===== src/rtl/sbus_pkg.sv =====
// Shared constants for the SPI responder: register map, bit positions, FSM states.
package sbus_pkg;
  localparam logic [7:0] ADDR_CTRL   = 8'h00;
  localparam logic [7:0] ADDR_DIV    = 8'h01;
  localparam logic [7:0] ADDR_TXDATA = 8'h02;
  localparam logic [7:0] ADDR_RXDATA = 8'h03;
  localparam logic [7:0] ADDR_STATUS = 8'h04;

  localparam int CTRL_EN     = 0;
  localparam int CTRL_CS_MAN = 1;
  localparam int STAT_BUSY   = 0;
  localparam int STAT_RXV    = 1;
  localparam int STAT_OVR    = 2;

  localparam logic [7:0] DIV_RST = 8'h0D;

  typedef enum logic [1:0] {ST_IDLE, ST_LEAD, ST_HIGH, ST_LOW} spi_state_e;
endpackage


===== src/rtl/sbus_spi_responder_if.sv =====
// 8-bit system bus between the initiator (master) and a register responder (slave).
interface sbus_spi_responder_if;
  logic       stb;
  logic       rw;
  logic [7:0] addr;
  logic [7:0] wdata;
  logic [7:0] rdata;
  logic       ack;

  modport master (output stb, rw, addr, wdata, input rdata, ack);
  modport slave  (input stb, rw, addr, wdata, output rdata, ack);
endinterface


===== src/rtl/spi_shift_engine.sv =====
// Mode-0 MSB-first 8-bit SPI shifter; every phase lasts div+1 cycles, div latched at start.
// done pulses on the last LOW cycle so the caller can capture rxbyte on the same edge busy falls.
module spi_shift_engine
  import sbus_pkg::*;
(
  input  logic       clk,
  input  logic       rst,
  input  logic       start,
  input  logic [7:0] txbyte,
  input  logic [7:0] div,
  input  logic       cs_man,
  input  logic       spi_miso,
  output logic       busy,
  output logic       done,
  output logic [7:0] rxbyte,
  output logic       spi_sclk,
  output logic       spi_mosi,
  output logic       spi_cs_n
);
  spi_state_e state_q, state_d;
  logic [7:0] cnt_q, cnt_d;
  logic [7:0] div_q, div_d;
  logic [7:0] sr_q, sr_d;
  logic [2:0] bit_q, bit_d;
  logic       miso_q, miso_d;
  logic       phase_end;
  logic       sample;

  assign phase_end = (cnt_q == div_q);
  // With a one-cycle phase the captured bit is not registered yet, so take it live.
  assign sample    = (cnt_q == 8'd0) ? spi_miso : miso_q;

  always_comb begin
    state_d = state_q;
    cnt_d   = phase_end ? 8'd0 : cnt_q + 8'd1;
    div_d   = div_q;
    sr_d    = sr_q;
    bit_d   = bit_q;
    miso_d  = miso_q;
    done    = 1'b0;
    case (state_q)
      ST_IDLE: begin
        cnt_d = 8'd0;
        if (start) begin
          state_d = ST_LEAD;
          div_d   = div;
          sr_d    = txbyte;
          bit_d   = 3'd0;
        end
      end
      ST_LEAD: if (phase_end) state_d = ST_HIGH;
      ST_HIGH: begin
        if (cnt_q == 8'd0) miso_d = spi_miso;
        if (phase_end) begin
          state_d = ST_LOW;
          sr_d    = {sr_q[6:0], sample};
        end
      end
      ST_LOW: begin
        if (phase_end) begin
          if (bit_q == 3'd7) begin
            state_d = ST_IDLE;
            done    = 1'b1;
          end else begin
            state_d = ST_HIGH;
            bit_d   = bit_q + 3'd1;
          end
        end
      end
      default: state_d = ST_IDLE;
    endcase
  end

  always_ff @(posedge clk) begin
    if (rst) begin
      state_q <= ST_IDLE;
      cnt_q   <= 8'd0;
      div_q   <= 8'd0;
      sr_q    <= 8'd0;
      bit_q   <= 3'd0;
      miso_q  <= 1'b0;
    end else begin
      state_q <= state_d;
      cnt_q   <= cnt_d;
      div_q   <= div_d;
      sr_q    <= sr_d;
      bit_q   <= bit_d;
      miso_q  <= miso_d;
    end
  end

  assign busy     = (state_q != ST_IDLE);
  assign rxbyte   = sr_q;
  assign spi_sclk = (state_q == ST_HIGH);
  assign spi_mosi = busy ? sr_q[7] : 1'b0;
  assign spi_cs_n = ~(busy | cs_man);
endmodule


===== src/rtl/sbus_spi_responder.sv =====
// Bus-side register file and one-cycle ack for the SPI master; read data registered with ack.
// A held strobe yields one access every two cycles because ack masks the following cycle.
module sbus_spi_responder #(
  parameter logic [7:0] DIV_RST = sbus_pkg::DIV_RST
) (
  input  logic                 clk,
  input  logic                 rst,
  sbus_spi_responder_if.slave  bus,
  output logic                 spi_sclk,
  output logic                 spi_mosi,
  output logic                 spi_cs_n,
  input  logic                 spi_miso,
  output logic                 busy
);
  import sbus_pkg::*;

  logic       ack_q, ack_d;
  logic [7:0] rdata_q, rdata_d;
  logic [1:0] ctrl_q, ctrl_d;
  logic [7:0] div_q, div_d;
  logic [7:0] rxdata_q, rxdata_d;
  logic       rxv_q, rxv_d;
  logic       ovr_q, ovr_d;

  logic       access, wr, rd, tx_wr, start;
  logic       eng_busy, eng_done;
  logic [7:0] eng_rxbyte;
  logic [7:0] status;

  assign access = bus.stb & ~ack_q;
  assign wr     = access & bus.rw;
  assign rd     = access & ~bus.rw;
  assign tx_wr  = wr & (bus.addr == ADDR_TXDATA);
  assign start  = tx_wr & ctrl_q[CTRL_EN] & ~eng_busy;

  always_comb begin
    status            = 8'h00;
    status[STAT_BUSY] = eng_busy;
    status[STAT_RXV]  = rxv_q;
    status[STAT_OVR]  = ovr_q;
  end

  always_comb begin
    ack_d    = access;
    rdata_d  = 8'h00;
    ctrl_d   = ctrl_q;
    div_d    = div_q;
    rxdata_d = rxdata_q;
    rxv_d    = rxv_q;
    ovr_d    = ovr_q;
    if (wr) begin
      case (bus.addr)
        ADDR_CTRL:   ctrl_d = bus.wdata[1:0];
        ADDR_DIV:    div_d  = bus.wdata;
        ADDR_STATUS: if (bus.wdata[STAT_OVR]) ovr_d = 1'b0;
        default: ;
      endcase
    end
    if (rd) begin
      case (bus.addr)
        ADDR_CTRL:   rdata_d = {6'd0, ctrl_q};
        ADDR_DIV:    rdata_d = div_q;
        ADDR_RXDATA: begin
          rdata_d = rxdata_q;
          rxv_d   = 1'b0;
        end
        ADDR_STATUS: rdata_d = status;
        default: ;
      endcase
    end
    // Later assignments win: overrun beats W1C, completion beats the RXDATA read-clear.
    if (tx_wr && eng_busy) ovr_d = 1'b1;
    if (eng_done) begin
      rxdata_d = eng_rxbyte;
      rxv_d    = 1'b1;
    end
  end

  always_ff @(posedge clk) begin
    if (rst) begin
      ack_q    <= 1'b0;
      rdata_q  <= 8'h00;
      ctrl_q   <= 2'b00;
      div_q    <= DIV_RST;
      rxdata_q <= 8'h00;
      rxv_q    <= 1'b0;
      ovr_q    <= 1'b0;
    end else begin
      ack_q    <= ack_d;
      rdata_q  <= rdata_d;
      ctrl_q   <= ctrl_d;
      div_q    <= div_d;
      rxdata_q <= rxdata_d;
      rxv_q    <= rxv_d;
      ovr_q    <= ovr_d;
    end
  end

  spi_shift_engine u_engine (
    .clk      (clk),
    .rst      (rst),
    .start    (start),
    .txbyte   (bus.wdata),
    .div      (div_q),
    .cs_man   (ctrl_q[CTRL_CS_MAN]),
    .spi_miso (spi_miso),
    .busy     (eng_busy),
    .done     (eng_done),
    .rxbyte   (eng_rxbyte),
    .spi_sclk (spi_sclk),
    .spi_mosi (spi_mosi),
    .spi_cs_n (spi_cs_n)
  );

  assign bus.ack   = ack_q;
  assign bus.rdata = rdata_q;
  assign busy      = eng_busy;
endmodule

===== src/flat_wrapper.sv =====
// flat-port wrapper written by rule: the top's interface ports become plain ports
module sbus_spi_responder_flat import sbus_pkg::*;
#(
  parameter logic [7:0] DIV_RST = sbus_pkg::DIV_RST
)
  (clk, rst, spi_sclk, spi_mosi, spi_cs_n, spi_miso, busy, bus_stb, bus_rw, bus_addr, bus_wdata, bus_rdata, bus_ack);
  sbus_spi_responder_if bus_i ();
  input  logic clk;
  input  logic rst;
  output logic spi_sclk;
  output logic spi_mosi;
  output logic spi_cs_n;
  input  logic spi_miso;
  output logic busy;
  input wire logic [$bits(bus_i.stb)-1:0] bus_stb;
  input wire logic [$bits(bus_i.rw)-1:0] bus_rw;
  input wire logic [$bits(bus_i.addr)-1:0] bus_addr;
  input wire logic [$bits(bus_i.wdata)-1:0] bus_wdata;
  output wire logic [$bits(bus_i.rdata)-1:0] bus_rdata;
  output wire logic [$bits(bus_i.ack)-1:0] bus_ack;
  assign bus_i.stb = bus_stb;
  assign bus_i.rw = bus_rw;
  assign bus_i.addr = bus_addr;
  assign bus_i.wdata = bus_wdata;
  assign bus_rdata = bus_i.rdata;
  assign bus_ack = bus_i.ack;
  sbus_spi_responder #(.DIV_RST(DIV_RST)) u_core (.clk(clk), .rst(rst), .bus(bus_i), .spi_sclk(spi_sclk), .spi_mosi(spi_mosi), .spi_cs_n(spi_cs_n), .spi_miso(spi_miso), .busy(busy));
endmodule

===== config.mk =====
export PLATFORM = sky130hd
export DESIGN_NAME = sbus_spi_responder_flat
export DESIGN_NICKNAME = d
export VERILOG_FILES = /design/src/rtl/sbus_pkg.sv /design/src/rtl/sbus_spi_responder_if.sv /design/src/rtl/spi_shift_engine.sv /design/src/rtl/sbus_spi_responder.sv /design/src/flat_wrapper.sv
export SDC_FILE = /design/constraint.sdc
export NUM_CORES = 1
export LEC_CHECK = 0
export ABC_CLOCK_PERIOD_IN_PS = 4400
export CORE_ASPECT_RATIO = 0.5
export CORE_MARGIN = 10
export CORE_UTILIZATION = 30
export CTS_CLUSTER_DIAMETER = 60
export CTS_CLUSTER_SIZE = 14
export DETAILED_ROUTE_END_ITERATION = 12
export PLACE_DENSITY = 0.6
export SLEW_MARGIN = 10
export SYNTH_ARGS = -nofsm -noshare
export SYNTH_HDL_FRONTEND = slang
export SYNTH_SLANG_ARGS = --single-unit

===== constraint.sdc =====
create_clock -name clk -period 4.4 [get_ports clk]
set_clock_uncertainty 0.1 [all_clocks]
set_input_delay 0.88 -clock clk [delete_from_list [all_inputs] [get_ports clk]]
set_output_delay 0.88 -clock clk [all_outputs]
set_load 0.03 [all_outputs]

==> reports/qor_table.md, run 1 <==
| Parameter | Reported |
| --- | --- |
| Pins over their slew limit | 0 |
| Port Buffers | 33 |
| Reg clk slew, reported paths | 50 ps |
| Area growth from synthesis to final layout | 23.9% |
| Via count of the first global-routing pass | 2152 |
| Buffer levels on the longest clock path | 2 |
| Hold Buf Count CTS | 0 |
| # H-tree levels | 3 |
| Static leakage | 1.37 nW |
| Net count, final | 355 |
| Required @ worst endpoint | 3420 ps |
| Worst slew margin relative to its limit | 52.7% |
| Maximum resistive drop on vdd | 0.000185 V |
| Signal arrival time at the worst endpoint | 2170 ps |
| Clock latency on the worst-skew pair | 330 ps |
| Endpoint of the worst-slack reg-to-reg timing path | u_core.u_engine.rxbyte[3] |
| Start point of the critical path | u_core.u_engine.state_q[1] |
| Worst min-delay path category | flip-flop to flip-flop |
| Setup TNS | 0 ps |
| Cells on worst reg2reg path | 4 |
| Cell count after synthesis | 303 |
| Nature of the critical path startpoint | flip-flop |
| Fraction of registers with async set or reset after synthesis | 0% |
| Min setup slack post-route | 1250 ps |
| Critical R2R Launch | u_core.u_engine.cnt_q[3] |
| DRC | 0 |
| Via count normalized by instance count | 4.92 |
| Half-perimeter wire length after detailed placement | 4840 µm |
| Routed wire length | 6680 µm |
| Post-route cell area | 3460 µm² |
| Antenna violations before repair | 0 |
| GRT Overall Usage | 10.2% |
| Number of antenna diodes | 0 |
| Post-detailed-route wirelength per cell | 14.8 µm |
| Transition time at the pin with the least slew margin | 707 ps |
| Width of the die | 156 µm |
| Remaining antenna violation count | 0 |
| Power density over the cells | 346 nW/µm² |
| Count of maximum capacitance violations | 0 |
| Congestion Overflow GR | 0 |
| Die area | 13800 µm² |
| Unrepaired setup endpoints after global routing | no |
| Area of combinational cells with multiple inputs | 1490 µm² |
| Hold violation count in the final report | 0 |
| 1st-iter DRT viols | 149 |
| Sequential standard cell area | 1180 µm² |
| TritonCTS buffer count | 9 |
| Internal Power | 938 µW |
| Final Wtd Congestion | 0.788 |
| Part of the total power dissipated in the clock network | 50.8% |
| TritonCTS clock tree | yes |
| Capturing instance or port of the critical path | spi_sclk |
| Register bit total from synthesis | 59 |
| Vertical die dimension | 88.2 µm |
| Area of the mapped netlist | 2790 µm² |
| Final setup violation count | 0 |
| Register-to-register setup slack | 1960 ps |
| Top Ports | 34 |
| Number of fillers in the final layout | 904 |
| Most used DFF post-synth | dfxtp_1 |
| Worst Path Max Fanout | 11 |
| Count of standard-cell rows | 24 |
| First-pass GRT wire length | 11200 µm |
| Post-cts gate resize count | 0 |
| Post-CTS Setup Bufs | 0 |
| Seq/Total Area, Yosys | 42.4% |
| Placed Area | 3190 µm² |
| Outcome | complete, no violations |
| Synthesized net count | 328 |
| Net switching share of the total power | 21.6% |
| Highest clock rate | 317 MHz |
| Sink count of the clock tree | 59 |
| Initial cell density of the core | 31.4% |
| Setup crit end kind | output pin |
| Share of the clock period used by the worst path | 71.6% |
| Final design utilization | 38.9% |
| Number of different library cells in the post-synthesis netlist | 48 |
| Detailed-route via count | 2223 |
| Worst Setup Path Type | flip-flop to output pin |
| Post-synth EDFFs | 0 |
| Number of detailed-routing iterations run before antenna repair | 4 |
| Clock period minus worst slack | 3150 ps |
| Switching power | 258 µW |
| Clock root buffer master | clkbuf_16 |
| Part of the power in combinational logic | 4.4% |
| Maximum number of pins on one net before global-route repair | 30 |
| Total of warnings raised by yosys | 0 |
| Avg Cell Area, Syn | 9.20 µm² |
| DP Worst Slack | 1070 ps |
| Fraction of layout cells with a size suffix above 1 | 8.96% |
| Area of the core | 8890 µm² |
| Sequential fraction of design power | 44.8% |
cell families after synthesis:
kind of cell               Yosys count  synth area share [%]
buffers and inverters               28                  4.17
DFF                                 59                  42.4
muxes                               35                  13.1
xor gates and xnor gates            14                  4.93
AOI/OAI and AO/OA                   46                  11.0
and+or+nand+nor                    117                  22.6
adders and majority gates            4                  1.79
power groups by stage:
stage / Clock [mW] / Combinational (mW) / Sequential, mW
6_report: 0.608 / 0.0521 / 0.536
4_1_cts: 0.621 / 0.0522 / 0.536
3_5_place_dp: 0 / 0.0520 / 0.547
3_3_place_gp: 0 / 0.0524 / 0.547
5_1_grt: 0.654 / 0.0572 / 0.536
2_1_floorplan: 0 / 0.0234 / 0.548
Yosys cell counts, types with 2 or more instances:
master	n	share of area, %
dfxtp_1	59	42
nor2_1	40	5.4
mux2i_1	25	9.0
a21oi_1	19	3.4
nand2_1	17	2.3
nand4_1	13	2.9
nor2b_1	13	2.9
nand3_1	11	2.0
clkbuf_1	10	1.3
o31ai_1	9	2.4
inv_1	8	1.1
xnor2_1	8	2.5
mux2_1	7	2.8
buf_2	6	1.1
o21ai_0	5	0.90
ha_1	4	1.8
nand2b_1	4	0.90
xor2_1	4	1.3
a211o_1	3	0.94
and3_1	3	0.67
and4_1	2	0.63
buf_1	2	0.27
mux2_2	2	0.81
nand4b_1	2	0.63
nor3_1	2	0.36
nor3b_1	2	0.54
xnor2_2	2	1.2
sequential cells by signal, summed over array words and instances, names as in the netlist:
name and flops:
u_core.u_engine.bit_q 3, u_core.u_engine.rxbyte 8, u_core.div_q 8, u_core.rxdata_q 8, u_core.u_engine.div_q 8, u_core.u_engine.miso_q 1
u_core.bus.ack 1, u_core.bus.rdata 8, u_core.u_engine.state_q 2, u_core.ovr_q 1, u_core.rxv_q 1, u_core.u_engine.cnt_q 8
u_core.ctrl_q 2
placed cells by master (no fill, tap or decap), types with 3 or more instances in the layout:
cell type	synthesis	layout
dfxtp_1	59	59
ha_1	4	4
clkbuf_16	0	9
xor2_1	4	4
inv_1	8	8
clkinv_2	0	3
nand2b_1	4	4
nand4_1	13	13
xnor2_1	8	8
nand3_1	11	11
and3_1	3	3
mux2_1	7	7
a21oi_1	19	19
nor2b_1	13	13
o21ai_0	5	5
mux2i_1	25	25
nand2_1	17	17
o31ai_1	9	9
a211o_1	3	3
nor2_1	40	40
clkdlybuf4s50_1	0	32
critical path: stages, from the launching register on:
cell             delay [ps]
dfxtp_1                 500
nand2b_1                340
inv_2                   290
clkdlybuf4s50_1         720
per-layer routing:
layer  vias up  global-route usage (%)  wire length (µm)
met5         -                       0                 0
met4         0                    4.51               117
met3        11                    3.47               397
li1       1127                       -                 -
met1      1031                    13.5              3270
met2        54                    14.8              2900
layout make-up:
cell class	instances	share of cell area (%)
tap	117	4.24
clock inverter	5	0.869
clock buffer	11	6.73
timing repair buffer	35	9.85
sequential	59	34.2
multi-input combinational	216	43.2
inverter	9	0.978
metrics by stage:
stage	power [mW]	cells	hold slack [ps]
detailed placement	0.599	436	360
floorplan	0.572	303	345
finish	1.20	452	368
global placement	0.600	436	357
CTS	1.21	452	367
global route	1.25	452	394
worst min path at each step:
stage,from,end,slack [ps],cells after the start
3_5_place_dp,u_core.rxdata_q[2],u_core.rxdata_q[2],360,2
4_1_cts,u_core.rxdata_q[2],u_core.rxdata_q[2],370,2
3_3_place_gp,u_core.rxdata_q[2],u_core.rxdata_q[2],360,2
6_report,u_core.rxdata_q[7],u_core.rxdata_q[7],370,2
5_1_grt,u_core.rxv_q,u_core.rxv_q,390,2
2_1_floorplan,u_core.rxdata_q[2],u_core.rxdata_q[2],340,2
No activity file was read; power rests on OpenSTA's default activity.
==> run 2, diff against run 1 <==
Settings changed: ABC_CLOCK_PERIOD_IN_PS 4400 to 3200.
Clock period 4.4 ns to 3.2 ns, I/O delays scaled along.
==> run 2 against run 1 <==
Flip-flop and latch count is the same. Die area is the same. Clock power grew 56%. Setup slack lost 670 ps. Sequential share of layout area shrank 0.55 points. Count of clock-buffer cells in the layout grew 3. Combinational power grew 37%. Largest power group unchanged.
==> reports/qor_table.md, run 2 (synthesized netlist as in run 1, its figures left out) <==
| Parameter | Reported |
| --- | --- |
| Outcome | complete, no violations |
| Sequential standard cell area | 1180 µm² |
| Reg clk slew, reported paths | 50 ps |
| Signal arrival time at the worst endpoint | 1880 ps |
| # H-tree levels | 3 |
| Die area | 13800 µm² |
| Number of fillers in the final layout | 902 |
| Maximum single-stage delay on the critical path | 710 ps |
| Final design utilization | 39.5% |
| Antenna violations before repair | 0 |
| Setup TNS | 0 ps |
| Final Wtd Congestion | 0.774 |
| Maximum number of pins on one net before global-route repair | 33 |
| Highest clock rate | 382 MHz |
| Remaining antenna violation count | 0 |
| Count of standard-cell rows | 24 |
| Highest-delay cell along the critical path | clkdlybuf4s50_1 |
| Transition time at the pin with the least slew margin | 631 ps |
| Worst Setup Path Type | flip-flop to output pin |
| Top Ports | 34 |
| TritonCTS buffer count | 9 |
| Fraction of layout cells with a size suffix above 1 | 9.44% |
| Worst Path Max Fanout | 10 |
| Via count of the first global-routing pass | 2135 |
| Area growth from synthesis to final layout | 25.9% |
| Share of the clock period used by the worst path | 81.9% |
| First-pass GRT wire length | 11200 µm |
| Area of the core | 8890 µm² |
| Buffer levels on the longest clock path | 2 |
| Crit-path cells | nand2b_1 -> inv_2 -> clkdlybuf4s50_1 |
| Overall power after layout | 1.76 mW |
| Smallest hold slack | 368 ps |
| Min setup slack post-route | 579 ps |
| Via count normalized by instance count | 4.80 |
| Unrepaired setup endpoints after global routing | no |
| Half-perimeter wire length after detailed placement | 4920 µm |
| Worst slew margin relative to its limit | 57.6% |
| Post-detailed-route wirelength per cell | 14.7 µm |
| Highest-count cells in the layout ignoring fill and taps | 59 x dfxtp_1, 40 x nor2_1, 32 x clkdlybuf4s50_1 |
| Post-CTS Setup Bufs | 0 |
| Clock root buffer master | clkbuf_16 |
| Final setup violation count | 0 |
| Initial cell density of the core | 31.4% |
| Power density over the cells | 500 nW/µm² |
| Post-cts gate resize count | 0 |
| Clock latency on the worst-skew pair | 330 ps |
| DRC | 0 |
| Hold Buf Count CTS | 0 |
| Vertical die dimension | 88.2 µm |
| GRT Overall Usage | 10.6% |
| Net count, final | 359 |
| Area of combinational cells with multiple inputs | 1490 µm² |
| Worst min-delay path category | flip-flop to flip-flop |
| Global-route track usage on met3 | 4.60% |
| Required @ worst endpoint | 2460 ps |
| Static leakage | 1.41 nW |
| Pins over their slew limit | 0 |
| Top Usage Layer GRT | met2 |
| Setup crit end kind | output pin |
| DP Worst Slack | 425 ps |
| Sink count of the clock tree | 59 |
| Count of maximum capacitance violations | 0 |
| Most frequent standard cell in the layout excluding fill and tap cells | dfxtp_1 |
| Width of the die | 156 µm |
| TritonCTS clock tree | yes |
| Congestion Overflow GR | 0 |
| Routed wire length | 6720 µm |
| Number of detailed-routing iterations run before antenna repair | 4 |
| Number of antenna diodes | 0 |
| 1st-iter DRT viols | 226 |
| Maximum resistive drop on vdd | 0.000240 V |
| Clock period minus worst slack | 2620 ps |
| Met2 usage | 14.6% |
| Global Route met1 Usage | 14.0% |
| Nature of the critical path startpoint | flip-flop |
| Port Buffers | 33 |
| Hold violation count in the final report | 0 |
| Detailed-route via count | 2190 |
-- run 2: changes by cell type in the layout (fill, tap and decap cells not counted) --
cell,before,now
bufinv_16,0,1
clkinvlp_4,2,0
clkbuf_1,2,4
clkinv_2,3,1
buf_4,2,6
clkbuf_8,0,1
-- run 2: per-layer routing --
layer | up-vias | wire, µm
met2 | 37 | 2780
met5 | - | 0
met3 | 9 | 422
met1 | 1015 | 3410
li1 | 1129 | -
met4 | 0 | 107
-- run 2: final cells by class --
cell class,count,area share (%)
clock inverter,2,0.998
timing repair buffer,39,10.5
sequential,59,33.6
inverter,9,0.962
tap,117,4.17
clock buffer,14,7.23
multi-input combinational,216,42.5
-- run 2: worst paths after layout --
path | start | endpoint | slack (ps) | cells past startpoint
setup / recovery | u_core.u_engine.state_q[1] | spi_sclk | 580 | 3
hold / removal | u_core.rxdata_q[1] | u_core.rxdata_q[1] | 370 | 2
setup reg to reg | u_core.u_engine.cnt_q[2] | u_core.u_engine.rxbyte[3] | 1100 | 4
hold reg to reg | u_core.rxdata_q[1] | u_core.rxdata_q[1] | 370 | 2
-- run 2: power breakdown --
part           switching, mW  internal [mW]  leakage (nW)  total [mW]
sequential          0.000990          0.737         0.475       0.738
clock                  0.325          0.622         0.141       0.947
combinational         0.0352         0.0362         0.792      0.0715
total                  0.361           1.40          1.41        1.76
-- run 2: through the flow --
| stage | cells | instance area [µm²] |
|---|---|---|
| floorplan | 303 | 2790 |
| global placement | 440 | 3220 |
| detailed placement | 440 | 3220 |
| CTS | 456 | 3510 |
| global route | 456 | 3510 |
| finish | 456 | 3510 |
-- run 2: critical path: cells and delay by family, from the launching register on --
kind / cells / cell delay, ps
buf+inv: 2 / 900
flops: 1 / 510
simple gates: 1 / 140
